[config.mk]
export PLATFORM = sky130hd
export DESIGN_NAME = rob_operand_responder_flat
export DESIGN_NICKNAME = d
export VERILOG_FILES = /design/src/rtl/rob_operand_responder_if.sv /design/src/rtl/rob_operand_responder.sv /design/src/flat_wrapper.sv
export SDC_FILE = /design/constraint.sdc
export NUM_CORES = 2
export LEC_CHECK = 0
export CORE_UTILIZATION = 45
export DETAILED_ROUTE_END_ITERATION = 10
export SLEW_MARGIN = 20
export SYNTH_ARGS = -nofsm -noshare
export SYNTH_HDL_FRONTEND = slang
export SYNTH_SLANG_ARGS = --single-unit
export TNS_END_PERCENT = 1
[constraint.sdc]
create_clock -name clk -period 23.9 [get_ports clk]
set_clock_uncertainty 0.1 [all_clocks]
set_input_delay 3.585 -clock clk [delete_from_list [all_inputs] [get_ports clk]]
set_output_delay 3.585 -clock clk [all_outputs]
set_load 0.1 [all_outputs]
[src/rtl/rob_operand_responder_if.sv]
// Operand-lookup bus between issue/dispatch/CDB and the ROB responder.
// Ports: rdy, flush, alloc req/grant, full/empty, two CDBs, Q1/Q2 query, commit.
interface rob_operand_responder_if #(
  parameter int ID_W   = 5,
  parameter int DATA_W = 32
);
  logic              rdy;
  logic              flush;

  logic              alloc_valid;
  logic [ID_W-1:0]   alloc_rob_id;
  logic              full;
  logic              empty;

  logic              valid_from_Arith_unit_cdb;
  logic [ID_W-1:0]   rob_id_from_Arith_unit_cdb;
  logic [DATA_W-1:0] result_from_Arith_unit_cdb;
  logic              valid_from_LS_unit_cdb;
  logic [ID_W-1:0]   rob_id_from_LS_unit_cdb;
  logic [DATA_W-1:0] result_from_LS_unit_cdb;

  logic [ID_W-1:0]   Q1_query;
  logic [ID_W-1:0]   Q2_query;
  logic              Q1_ready_from_rob;
  logic              Q2_ready_from_rob;
  logic [DATA_W-1:0] V1_result_from_rob;
  logic [DATA_W-1:0] V2_result_from_rob;

  logic              commit_valid;
  logic [ID_W-1:0]   commit_rob_id;
  logic [DATA_W-1:0] commit_value;

  modport master (
    output rdy, flush, alloc_valid,
    output valid_from_Arith_unit_cdb, rob_id_from_Arith_unit_cdb,
    output result_from_Arith_unit_cdb,
    output valid_from_LS_unit_cdb, rob_id_from_LS_unit_cdb,
    output result_from_LS_unit_cdb,
    output Q1_query, Q2_query,
    input  alloc_rob_id, full, empty,
    input  Q1_ready_from_rob, Q2_ready_from_rob,
    input  V1_result_from_rob, V2_result_from_rob,
    input  commit_valid, commit_rob_id, commit_value
  );

  modport slave (
    input  rdy, flush, alloc_valid,
    input  valid_from_Arith_unit_cdb, rob_id_from_Arith_unit_cdb,
    input  result_from_Arith_unit_cdb,
    input  valid_from_LS_unit_cdb, rob_id_from_LS_unit_cdb,
    input  result_from_LS_unit_cdb,
    input  Q1_query, Q2_query,
    output alloc_rob_id, full, empty,
    output Q1_ready_from_rob, Q2_ready_from_rob,
    output V1_result_from_rob, V2_result_from_rob,
    output commit_valid, commit_rob_id, commit_value
  );
endinterface

[src/rtl/rob_operand_responder.sv]
// ROB-side operand responder: allocates tags 1..ROB_SIZE, captures CDB
// results, answers Q1/Q2 lookups and retires the head in order.
// Ports: clk, rst (async, active-high), bus (rob_operand_responder_if.slave).
// Option: define ROB_QUERY_BYPASS_EN to let queries see same-cycle CDB data.
module rob_operand_responder #(
  parameter int ROB_SIZE = 16,
  parameter int ID_W     = 5,
  parameter int DATA_W   = 32
) (
  input logic                   clk,
  input logic                   rst,
  rob_operand_responder_if.slave bus
);

  typedef logic [ID_W-1:0]   id_t;
  typedef logic [DATA_W-1:0] data_t;

  localparam id_t FIRST = id_t'(1);
  localparam id_t LAST  = id_t'(ROB_SIZE);

  logic [ROB_SIZE:1] busy_q, busy_d;
  logic [ROB_SIZE:1] ready_q, ready_d;
  data_t             value_q [ROB_SIZE:1];
  data_t             value_d [ROB_SIZE:1];

  id_t   head_q, head_d;
  id_t   tail_q, tail_d;
  id_t   count_q, count_d;
  logic  full_q, full_d;
  logic  empty_q, empty_d;

  logic  commit_valid_q, commit_valid_d;
  id_t   commit_rob_id_q, commit_rob_id_d;
  data_t commit_value_q, commit_value_d;

  logic  a_vld, l_vld;
  id_t   a_id, l_id;
  data_t a_res, l_res;

  assign a_vld = bus.valid_from_Arith_unit_cdb;
  assign a_id  = bus.rob_id_from_Arith_unit_cdb;
  assign a_res = bus.result_from_Arith_unit_cdb;
  assign l_vld = bus.valid_from_LS_unit_cdb;
  assign l_id  = bus.rob_id_from_LS_unit_cdb;
  assign l_res = bus.result_from_LS_unit_cdb;

  function automatic id_t wrap_inc(id_t p);
    return (p == LAST) ? FIRST : p + FIRST;
  endfunction

  // Head entry readiness and value
  logic  head_ready;
  data_t head_value;

  always_comb begin
    head_ready = 1'b0;
    head_value = '0;
    for (int i = 1; i <= ROB_SIZE; i++) begin
      if (head_q == id_t'(i)) begin
        head_ready = ready_q[i];
        head_value = value_q[i];
      end
    end
  end

  logic do_alloc;
  logic do_commit;

  // full is the registered pre-edge view, so an alloc while full is
  // refused even when the same edge retires an entry.
  assign do_alloc  = bus.alloc_valid && !full_q && !bus.flush;
  assign do_commit = !empty_q && head_ready && !bus.flush;

  always_comb begin
    busy_d          = busy_q;
    ready_d         = ready_q;
    value_d         = value_q;
    head_d          = head_q;
    tail_d          = tail_q;
    count_d         = count_q;
    commit_valid_d  = 1'b0;
    commit_rob_id_d = commit_rob_id_q;
    commit_value_d  = commit_value_q;

    if (bus.rdy) begin
      if (bus.flush) begin
        busy_d  = '0;
        ready_d = '0;
        for (int i = 1; i <= ROB_SIZE; i++) begin
          value_d[i] = '0;
        end
        head_d          = FIRST;
        tail_d          = FIRST;
        count_d         = '0;
        commit_rob_id_d = '0;
        commit_value_d  = '0;
      end else begin
        // CDB capture; Arith wins when both hit the same tag
        for (int i = 1; i <= ROB_SIZE; i++) begin
          if (busy_q[i]) begin
            if (a_vld && a_id == id_t'(i)) begin
              ready_d[i] = 1'b1;
              value_d[i] = a_res;
            end else if (l_vld && l_id == id_t'(i)) begin
              ready_d[i] = 1'b1;
              value_d[i] = l_res;
            end
          end
        end

        if (do_commit) begin
          commit_valid_d  = 1'b1;
          commit_rob_id_d = head_q;
          commit_value_d  = head_value;
          for (int i = 1; i <= ROB_SIZE; i++) begin
            if (head_q == id_t'(i)) begin
              busy_d[i]  = 1'b0;
              ready_d[i] = 1'b0;
              value_d[i] = '0;
            end
          end
          head_d = wrap_inc(head_q);
        end

        // tail can only equal head here when the ROB is empty, so the
        // alloc never collides with the retiring entry.
        if (do_alloc) begin
          for (int i = 1; i <= ROB_SIZE; i++) begin
            if (tail_q == id_t'(i)) begin
              busy_d[i]  = 1'b1;
              ready_d[i] = 1'b0;
              value_d[i] = '0;
            end
          end
          tail_d = wrap_inc(tail_q);
        end

        count_d = count_q + id_t'(do_alloc) - id_t'(do_commit);
      end
    end
  end

  assign full_d  = (count_d == LAST);
  assign empty_d = (count_d == '0);

  // Query lookup: {ready, value}
  function automatic logic [DATA_W:0] lookup(id_t q);
    logic  r;
    data_t v;
    r = 1'b0;
    v = '0;
    for (int i = 1; i <= ROB_SIZE; i++) begin
      if (q == id_t'(i) && busy_q[i] && ready_q[i]) begin
        r = 1'b1;
        v = value_q[i];
      end
    end
`ifdef ROB_QUERY_BYPASS_EN
    // Same-cycle CDB data overrides, mirroring what the edge will store
    for (int i = 1; i <= ROB_SIZE; i++) begin
      if (q == id_t'(i) && busy_q[i] && bus.rdy && !bus.flush) begin
        if (a_vld && a_id == q) begin
          r = 1'b1;
          v = a_res;
        end else if (l_vld && l_id == q) begin
          r = 1'b1;
          v = l_res;
        end
      end
    end
`endif
    return {r, v};
  endfunction

  logic [DATA_W:0] q1_res;
  logic [DATA_W:0] q2_res;

  always_comb begin
    q1_res = lookup(bus.Q1_query);
    q2_res = lookup(bus.Q2_query);
  end

  assign bus.Q1_ready_from_rob  = q1_res[DATA_W];
  assign bus.V1_result_from_rob = q1_res[DATA_W-1:0];
  assign bus.Q2_ready_from_rob  = q2_res[DATA_W];
  assign bus.V2_result_from_rob = q2_res[DATA_W-1:0];

  assign bus.alloc_rob_id  = tail_q;
  assign bus.full          = full_q;
  assign bus.empty         = empty_q;
  assign bus.commit_valid  = commit_valid_q;
  assign bus.commit_rob_id = commit_rob_id_q;
  assign bus.commit_value  = commit_value_q;

  always_ff @(posedge clk or posedge rst) begin
    if (rst) begin
      busy_q  <= '0;
      ready_q <= '0;
      for (int i = 1; i <= ROB_SIZE; i++) begin
        value_q[i] <= '0;
      end
      head_q          <= FIRST;
      tail_q          <= FIRST;
      count_q         <= '0;
      full_q          <= 1'b0;
      empty_q         <= 1'b1;
      commit_valid_q  <= 1'b0;
      commit_rob_id_q <= '0;
      commit_value_q  <= '0;
    end else begin
      busy_q  <= busy_d;
      ready_q <= ready_d;
      for (int i = 1; i <= ROB_SIZE; i++) begin
        value_q[i] <= value_d[i];
      end
      head_q          <= head_d;
      tail_q          <= tail_d;
      count_q         <= count_d;
      full_q          <= full_d;
      empty_q         <= empty_d;
      commit_valid_q  <= commit_valid_d;
      commit_rob_id_q <= commit_rob_id_d;
      commit_value_q  <= commit_value_d;
    end
  end

endmodule

[src/flat_wrapper.sv]
// flat-port wrapper written by rule: the top's interface ports become plain ports
module rob_operand_responder_flat 
#(
  parameter int ROB_SIZE = 16,
  parameter int ID_W     = 5,
  parameter int DATA_W   = 32
)
  (clk, rst, bus_rdy, bus_flush, bus_alloc_valid, bus_valid_from_Arith_unit_cdb, bus_rob_id_from_Arith_unit_cdb, bus_result_from_Arith_unit_cdb, bus_valid_from_LS_unit_cdb, bus_rob_id_from_LS_unit_cdb, bus_result_from_LS_unit_cdb, bus_Q1_query, bus_Q2_query, bus_alloc_rob_id, bus_full, bus_empty, bus_Q1_ready_from_rob, bus_Q2_ready_from_rob, bus_V1_result_from_rob, bus_V2_result_from_rob, bus_commit_valid, bus_commit_rob_id, bus_commit_value);
  rob_operand_responder_if #(.ID_W(ID_W), .DATA_W(DATA_W)) bus_i ();
  input logic clk;
  input logic rst;
  input wire logic [$bits(bus_i.rdy)-1:0] bus_rdy;
  input wire logic [$bits(bus_i.flush)-1:0] bus_flush;
  input wire logic [$bits(bus_i.alloc_valid)-1:0] bus_alloc_valid;
  input wire logic [$bits(bus_i.valid_from_Arith_unit_cdb)-1:0] bus_valid_from_Arith_unit_cdb;
  input wire logic [$bits(bus_i.rob_id_from_Arith_unit_cdb)-1:0] bus_rob_id_from_Arith_unit_cdb;
  input wire logic [$bits(bus_i.result_from_Arith_unit_cdb)-1:0] bus_result_from_Arith_unit_cdb;
  input wire logic [$bits(bus_i.valid_from_LS_unit_cdb)-1:0] bus_valid_from_LS_unit_cdb;
  input wire logic [$bits(bus_i.rob_id_from_LS_unit_cdb)-1:0] bus_rob_id_from_LS_unit_cdb;
  input wire logic [$bits(bus_i.result_from_LS_unit_cdb)-1:0] bus_result_from_LS_unit_cdb;
  input wire logic [$bits(bus_i.Q1_query)-1:0] bus_Q1_query;
  input wire logic [$bits(bus_i.Q2_query)-1:0] bus_Q2_query;
  output wire logic [$bits(bus_i.alloc_rob_id)-1:0] bus_alloc_rob_id;
  output wire logic [$bits(bus_i.full)-1:0] bus_full;
  output wire logic [$bits(bus_i.empty)-1:0] bus_empty;
  output wire logic [$bits(bus_i.Q1_ready_from_rob)-1:0] bus_Q1_ready_from_rob;
  output wire logic [$bits(bus_i.Q2_ready_from_rob)-1:0] bus_Q2_ready_from_rob;
  output wire logic [$bits(bus_i.V1_result_from_rob)-1:0] bus_V1_result_from_rob;
  output wire logic [$bits(bus_i.V2_result_from_rob)-1:0] bus_V2_result_from_rob;
  output wire logic [$bits(bus_i.commit_valid)-1:0] bus_commit_valid;
  output wire logic [$bits(bus_i.commit_rob_id)-1:0] bus_commit_rob_id;
  output wire logic [$bits(bus_i.commit_value)-1:0] bus_commit_value;
  assign bus_i.rdy = bus_rdy;
  assign bus_i.flush = bus_flush;
  assign bus_i.alloc_valid = bus_alloc_valid;
  assign bus_i.valid_from_Arith_unit_cdb = bus_valid_from_Arith_unit_cdb;
  assign bus_i.rob_id_from_Arith_unit_cdb = bus_rob_id_from_Arith_unit_cdb;
  assign bus_i.result_from_Arith_unit_cdb = bus_result_from_Arith_unit_cdb;
  assign bus_i.valid_from_LS_unit_cdb = bus_valid_from_LS_unit_cdb;
  assign bus_i.rob_id_from_LS_unit_cdb = bus_rob_id_from_LS_unit_cdb;
  assign bus_i.result_from_LS_unit_cdb = bus_result_from_LS_unit_cdb;
  assign bus_i.Q1_query = bus_Q1_query;
  assign bus_i.Q2_query = bus_Q2_query;
  assign bus_alloc_rob_id = bus_i.alloc_rob_id;
  assign bus_full = bus_i.full;
  assign bus_empty = bus_i.empty;
  assign bus_Q1_ready_from_rob = bus_i.Q1_ready_from_rob;
  assign bus_Q2_ready_from_rob = bus_i.Q2_ready_from_rob;
  assign bus_V1_result_from_rob = bus_i.V1_result_from_rob;
  assign bus_V2_result_from_rob = bus_i.V2_result_from_rob;
  assign bus_commit_valid = bus_i.commit_valid;
  assign bus_commit_rob_id = bus_i.commit_rob_id;
  assign bus_commit_value = bus_i.commit_value;
  rob_operand_responder #(.ROB_SIZE(ROB_SIZE), .ID_W(ID_W), .DATA_W(DATA_W)) u_core (.clk(clk), .rst(rst), .bus(bus_i));
endmodule
### Word level (Yosys, flattened, before mapping)

Index checks and enable logic that the tools add are counted.
Widths: inputs -> output; s select.

* register bits after elaboration: 599
* input bits: 91
* word-level logic and storage cells: 547

* add/subtract/negate cells: 4
* eq/ne operators: 97
* mux-type cells: 312
* reduce and logical (&&, ||, !) cells: 108

Operators with widths (count)
* $mux 32: 130
* $mux 512: 3
* $eq 5x4->1 const B: 48
* $mux 1: 163
* $eq 5x3->1 const B: 24
* $logic_and 1x1->1: 100
* $mux 16: 6
* $eq 5x2->1 const B: 12
* $mux 5: 10
* $eq 5x5->1 const B: 7
* $eq 5x1->1 const B: 6
* $add 5x1->5 const B: 2
* $add 5x1->5: 1
* $logic_not 5->1: 1
* $sub 5x1->5: 1
* $reduce_and 2->1: 2
* $reduce_bool 2->1: 2
* $logic_not 1->1: 3

### Longest topological paths before layout

* word-level depth: 23
* depth in mapped cells: 24
* mapped depth without buffers: 22

### Least setup slack after synthesis

No wires, ideal clock.

* path type: input port to output port
* start point: input port bus_Q1_query[4]
* end point: output port bus_V1_result_from_rob[28]
* arrival time: 8.255 ns
* required time: 20.215 ns
* slack: 11.960 ns
* cell stages on the path: 11
* buffers on the path: 4
* path through: clkbuf_1 > nor3b_1 > and4_1 > clkbuf_1 > buf_2 > buf_2 > a22oi_1 > nand2_1 > o21ai_0 > and3_1 > o41ai_1

* longest elaborated chain between the ends: 19
* elaborated cells on any way between the ends: 64
* classes of those cells: eq/ne (16); mux (16); reduce/logical (32)

Ends and longest elaborated chain
* from (decl): line flat_wrapper.sv:21 `input wire logic [$bits(bus_i.Q1_query)-1:0] bus_Q1_query;`
* $eq 5x1->1: line rob_operand_responder.sv:153 `if (q == id_t'(i) && busy_q[i] && ready_q[i]) begin`
* $logic_and 1x1->1 (2 in a row): line rob_operand_responder.sv:153
* $mux 32 (15 in a row): line rob_operand_responder.sv:153
* $mux 32 (*): line rob_operand_responder.sv:153
* to (decl): line flat_wrapper.sv:28 `output wire logic [$bits(bus_i.V1_result_from_rob)-1:0] bus_V1_result_from_rob;`

Every way passes the cells marked *; elsewhere a longest branch is shown, timed or not.

### Final worst setup path

Same ends and word-level chain as after synthesis.

==> results.json <==
{
  "clockPowerShare_pct": 47.3,
  "pwr-share-comb_pct": 11.5,
  "setup_violations": 0,
  "synth_cell_types": 94,
  "cp-start-kind": "primary input",
  "via_per_inst": 7.72,
  "critPathMaxFanout": 16,
  "wl_per_cell_um": 38.4,
  "endpoint_kind": "output pin",
  "grt_max_degree": 118,
  "r2r-start": "u_core.head_q[1]",
  "final_cell_area_um2": 45500,
  "min_path_type": "reg2reg",
  "io_buffers": 201,
  "drt_first_pass_iters": 11,
  "worstMarginPinSlew_ps": 1260,
  "final-max-slew-violation-count": 0,
  "tns_ps": 0,
  "maxCapViolCount": 0,
  "postRouteWirelength_um": 209000,
  "ant_nets": 0,
  "cp.required_ps": 20220,
  "synth-async-reset-ratio_pct": 100,
  "switching_power_mw": 0.732,
  "num_rows": 109,
  "hpwl_um": 142000,
  "clock-sinks": 599,
  "vias": 41900,
  "path_clk_slew_ps": 60,
  "rsz0062_at_grt": "no",
  "initial_core_util_pct": 45.4,
  "yosysWarnings": 0,
  "grt_pass1_wl_um": 296000,
  "dpl_cell_area_um2": 43000,
  "holdPathStages": 2,
  "cts_buffers": 72,
  "core-area_um2": 88200,
  "syn_nets": 4371,
  "cts_root_buf": "clkbuf_16",
  "status": "finished, violations left",
  "detail_route.iter0.violations": 8939,
  "cts_tree": "built",
  "ys.flop_type": "dfrtp_1",
  "clk_latency_ps": 650,
  "hold_start": "u_core.bus.commit_rob_id[1]",
  "r2r_cells": 25,
  "antenna_found_initial": 11,
  "timing.rr.end": "u_core.bus.full",
  "violations": "DRC",
  "die_y_um": 300,
  "nNetsFinal": 4313,
  "max_slew_margin_pct": 15.4,
  "syn_avg_cell_area_um2": 9.39,
  "p_sw_share_pct": 28.6,
  "drive_gt1_share_pct": 9.74,
  "timing.final.ws_setup_ps": 11310,
  "synth_edf_count": 0,
  "drc_errors": 17,
  "pwr-share-seq_pct": 41.2,
  "grt_util_all_layers_pct": 45.0,
  "fmax_ghz": 0.0794,
  "synth-seq-area-share_pct": 37.4,
  "clockBufferDepth": 3,
  "timing.final.hold_violations": 0,
  "p_int_mw": 1.83,
  "rrSetupSlack_ps": 16780,
  "synth_area_um2": 40000,
  "min_period_over_period_pct": 52.7,
  "place_ws_ps": 11690,
  "io_pins": 202,
  "fin_crit_ps": 12590,
  "syn_to_final_growth_pct": 13.7,
  "cts_hold_repair.buffers": 0,
  "gr-total-overflow": 0,
  "cp.arrival_ps": 8910,
  "cts_resized": 0,
  "gp_congestion": 1.05,
  "critPathKind": "in2out",
  "pwr_density_cell_nw_per_um2": 56.2,
  "vdd_drop_max_v": 0.0000483,
  "p_leak_nw": 19.8,
  "synthCells": 4264,
  "htree_num_levels": 3,
  "first_global_vias": 38100,
  "synth-seq-cells": 599,
  "post-cts-setup-buffer-count": 0,
  "whs_endpoint": "u_core.bus.commit_rob_id[1]",
  "dieArea_um2": 90200,
  "die_w_um": 300
}
## worst max-delay path by stage
stage	start	to	slack (ps)	depth (start not counted)
2_1_floorplan	rst	u_core.bus.alloc_rob_id[1]	3450	1
3_3_place_gp	bus_Q1_query[4]	bus_V1_result_from_rob[30]	11600	10
3_5_place_dp	bus_Q1_query[4]	bus_V1_result_from_rob[30]	11690	10
4_1_cts	bus_Q1_query[4]	bus_V1_result_from_rob[30]	11660	10
5_1_grt	bus_Q1_query[4]	bus_V1_result_from_rob[28]	11290	8
6_report	bus_Q1_query[4]	bus_V1_result_from_rob[28]	11310	8
## state kept, by name, summed over array words and instances, names as in the netlist
signal,count
u_core.head_q,5
u_core.bus.full,1
u_core.ready_q,16
u_core.bus.commit_value,32
u_core.busy_q,16
u_core.bus.empty,1
u_core.bus.commit_rob_id,5
u_core.bus.alloc_rob_id,5
u_core.count_q,5
u_core.bus.commit_valid,1
u_core.value_q,512
## Yosys cell counts, drive strengths merged (17+ instances only)
library cell,count,area share (%)
nand4,58,0.92
nor3,63,0.80
dfrtp,596,37
buf,108,1.6
nand3,73,0.91
and3,24,0.37
a221o,33,0.82
o2bb2ai,429,10
o211ai,26,0.51
a221oi,117,2.6
nand2,297,2.8
and2,17,0.27
a22oi,220,4.2
a222oi,31,0.77
a21oi,161,2.1
clkbuf,373,3.5
a22o,20,0.44
inv,47,0.44
mux2i,514,13
o221ai,68,1.5
nor2b,17,0.27
o22a,31,0.68
o22ai,100,1.6
o21ai,296,3.7
o31ai,29,0.59
nor2,207,2.0
a211oi,17,0.32
a31oi,49,0.77
nor4,19,0.30
## area by class of cell
class	instances	area [µm²]
Antenna cell	5	12.5
Inverter	47	184
Timing Repair Buffer	349	3110
Clock buffer	102	2160
Clock inverter	27	357
Multi-Input combinational cell	3137	23200
Tap cell	1165	1460
Sequential cell	599	15000
Fill cell	8135	42700
## power by group through the flow
stage / Combinational [mW] / Sequential, mW / Clock (mW)
2_1_floorplan: 0.148 / 1.09 / 0
3_3_place_gp: 0.282 / 1.07 / 0
3_5_place_dp: 0.284 / 1.07 / 0
4_1_cts: 0.285 / 1.05 / 1.20
5_1_grt: 0.307 / 1.05 / 1.24
6_report: 0.295 / 1.05 / 1.21
## critical path, cell delays in order
cell and delay (ps):
clkdlybuf4s50_1 710, nor3b_1 970, nand4_1 510, nand2_1 830, a221oi_1 90, and3_1 230, o41ai_1 700, clkdlybuf4s50_1 1280
## through the flow
| stage | power (mW) | utilization (%) | cells | hold WS, ps |
|---|---|---|---|---|
| 6_report | 2.56 | 51.6 | 5431 | 381 |
| 5_1_grt | 2.61 | 51.6 | 5431 | 422 |
| 4_1_cts | 2.54 | 51.6 | 5426 | 383 |
| 3_5_place_dp | 1.36 | 48.7 | 5297 | 370 |
| 3_3_place_gp | 1.35 | 48.7 | 5297 | 370 |
| 2_1_floorplan | 1.24 | - | 4264 | 356 |
## kinds of logic (layout without fill, tap and decap cells)
group | Yosys count | in the layout | synth area share (%)
AND/OR/NAND/NOR | 881 | 881 | 10.9
flip-flops | 599 | 599 | 37.4
multiplexers | 514 | 514 | 12.8
adder cells (fa/ha/maj) | 16 | 16 | 0.519
other | 0 | 5 | 0
buffers and inverters | 528 | 525 | 5.52
XOR/XNOR | 3 | 3 | 0.0656
AO/OA/AOI/OAI | 1723 | 1723 | 32.7
## layout by cell type, fill, tap and decap left out, drive strengths merged, types with 29 or more instances in the layout
master         instances
o221ai                68
a222oi                31
nand4                 58
a221o                 33
clkdlybuf4s50        199
nor3                  63
o22a                  31
o31ai                 29
a21oi                161
a31oi                 49
nor2                 207
o22ai                100
inv                   51
clkbuf               102
nand3                 73
a221oi               117
nand2                297
o21ai                296
o2bb2ai              429
a22oi                220
dfrtp                596
buf                  150
mux2i                514
## metal layers
| layer | vias up | routed length [µm] | share of wire [%] | GRT usage, % |
|---|---|---|---|---|
| met5 | - | 201 | 0.096 | 1.27 |
| met4 | 12 | 9520 | 4.6 | 17.2 |
| met3 | 614 | 37200 | 18 | 20.5 |
| met2 | 4019 | 79000 | 38 | 57.9 |
| met1 | 20600 | 82800 | 40 | 64.2 |
| li1 | 16700 | - | - | - |
Note: power is estimated with default switching activity, not from simulation.
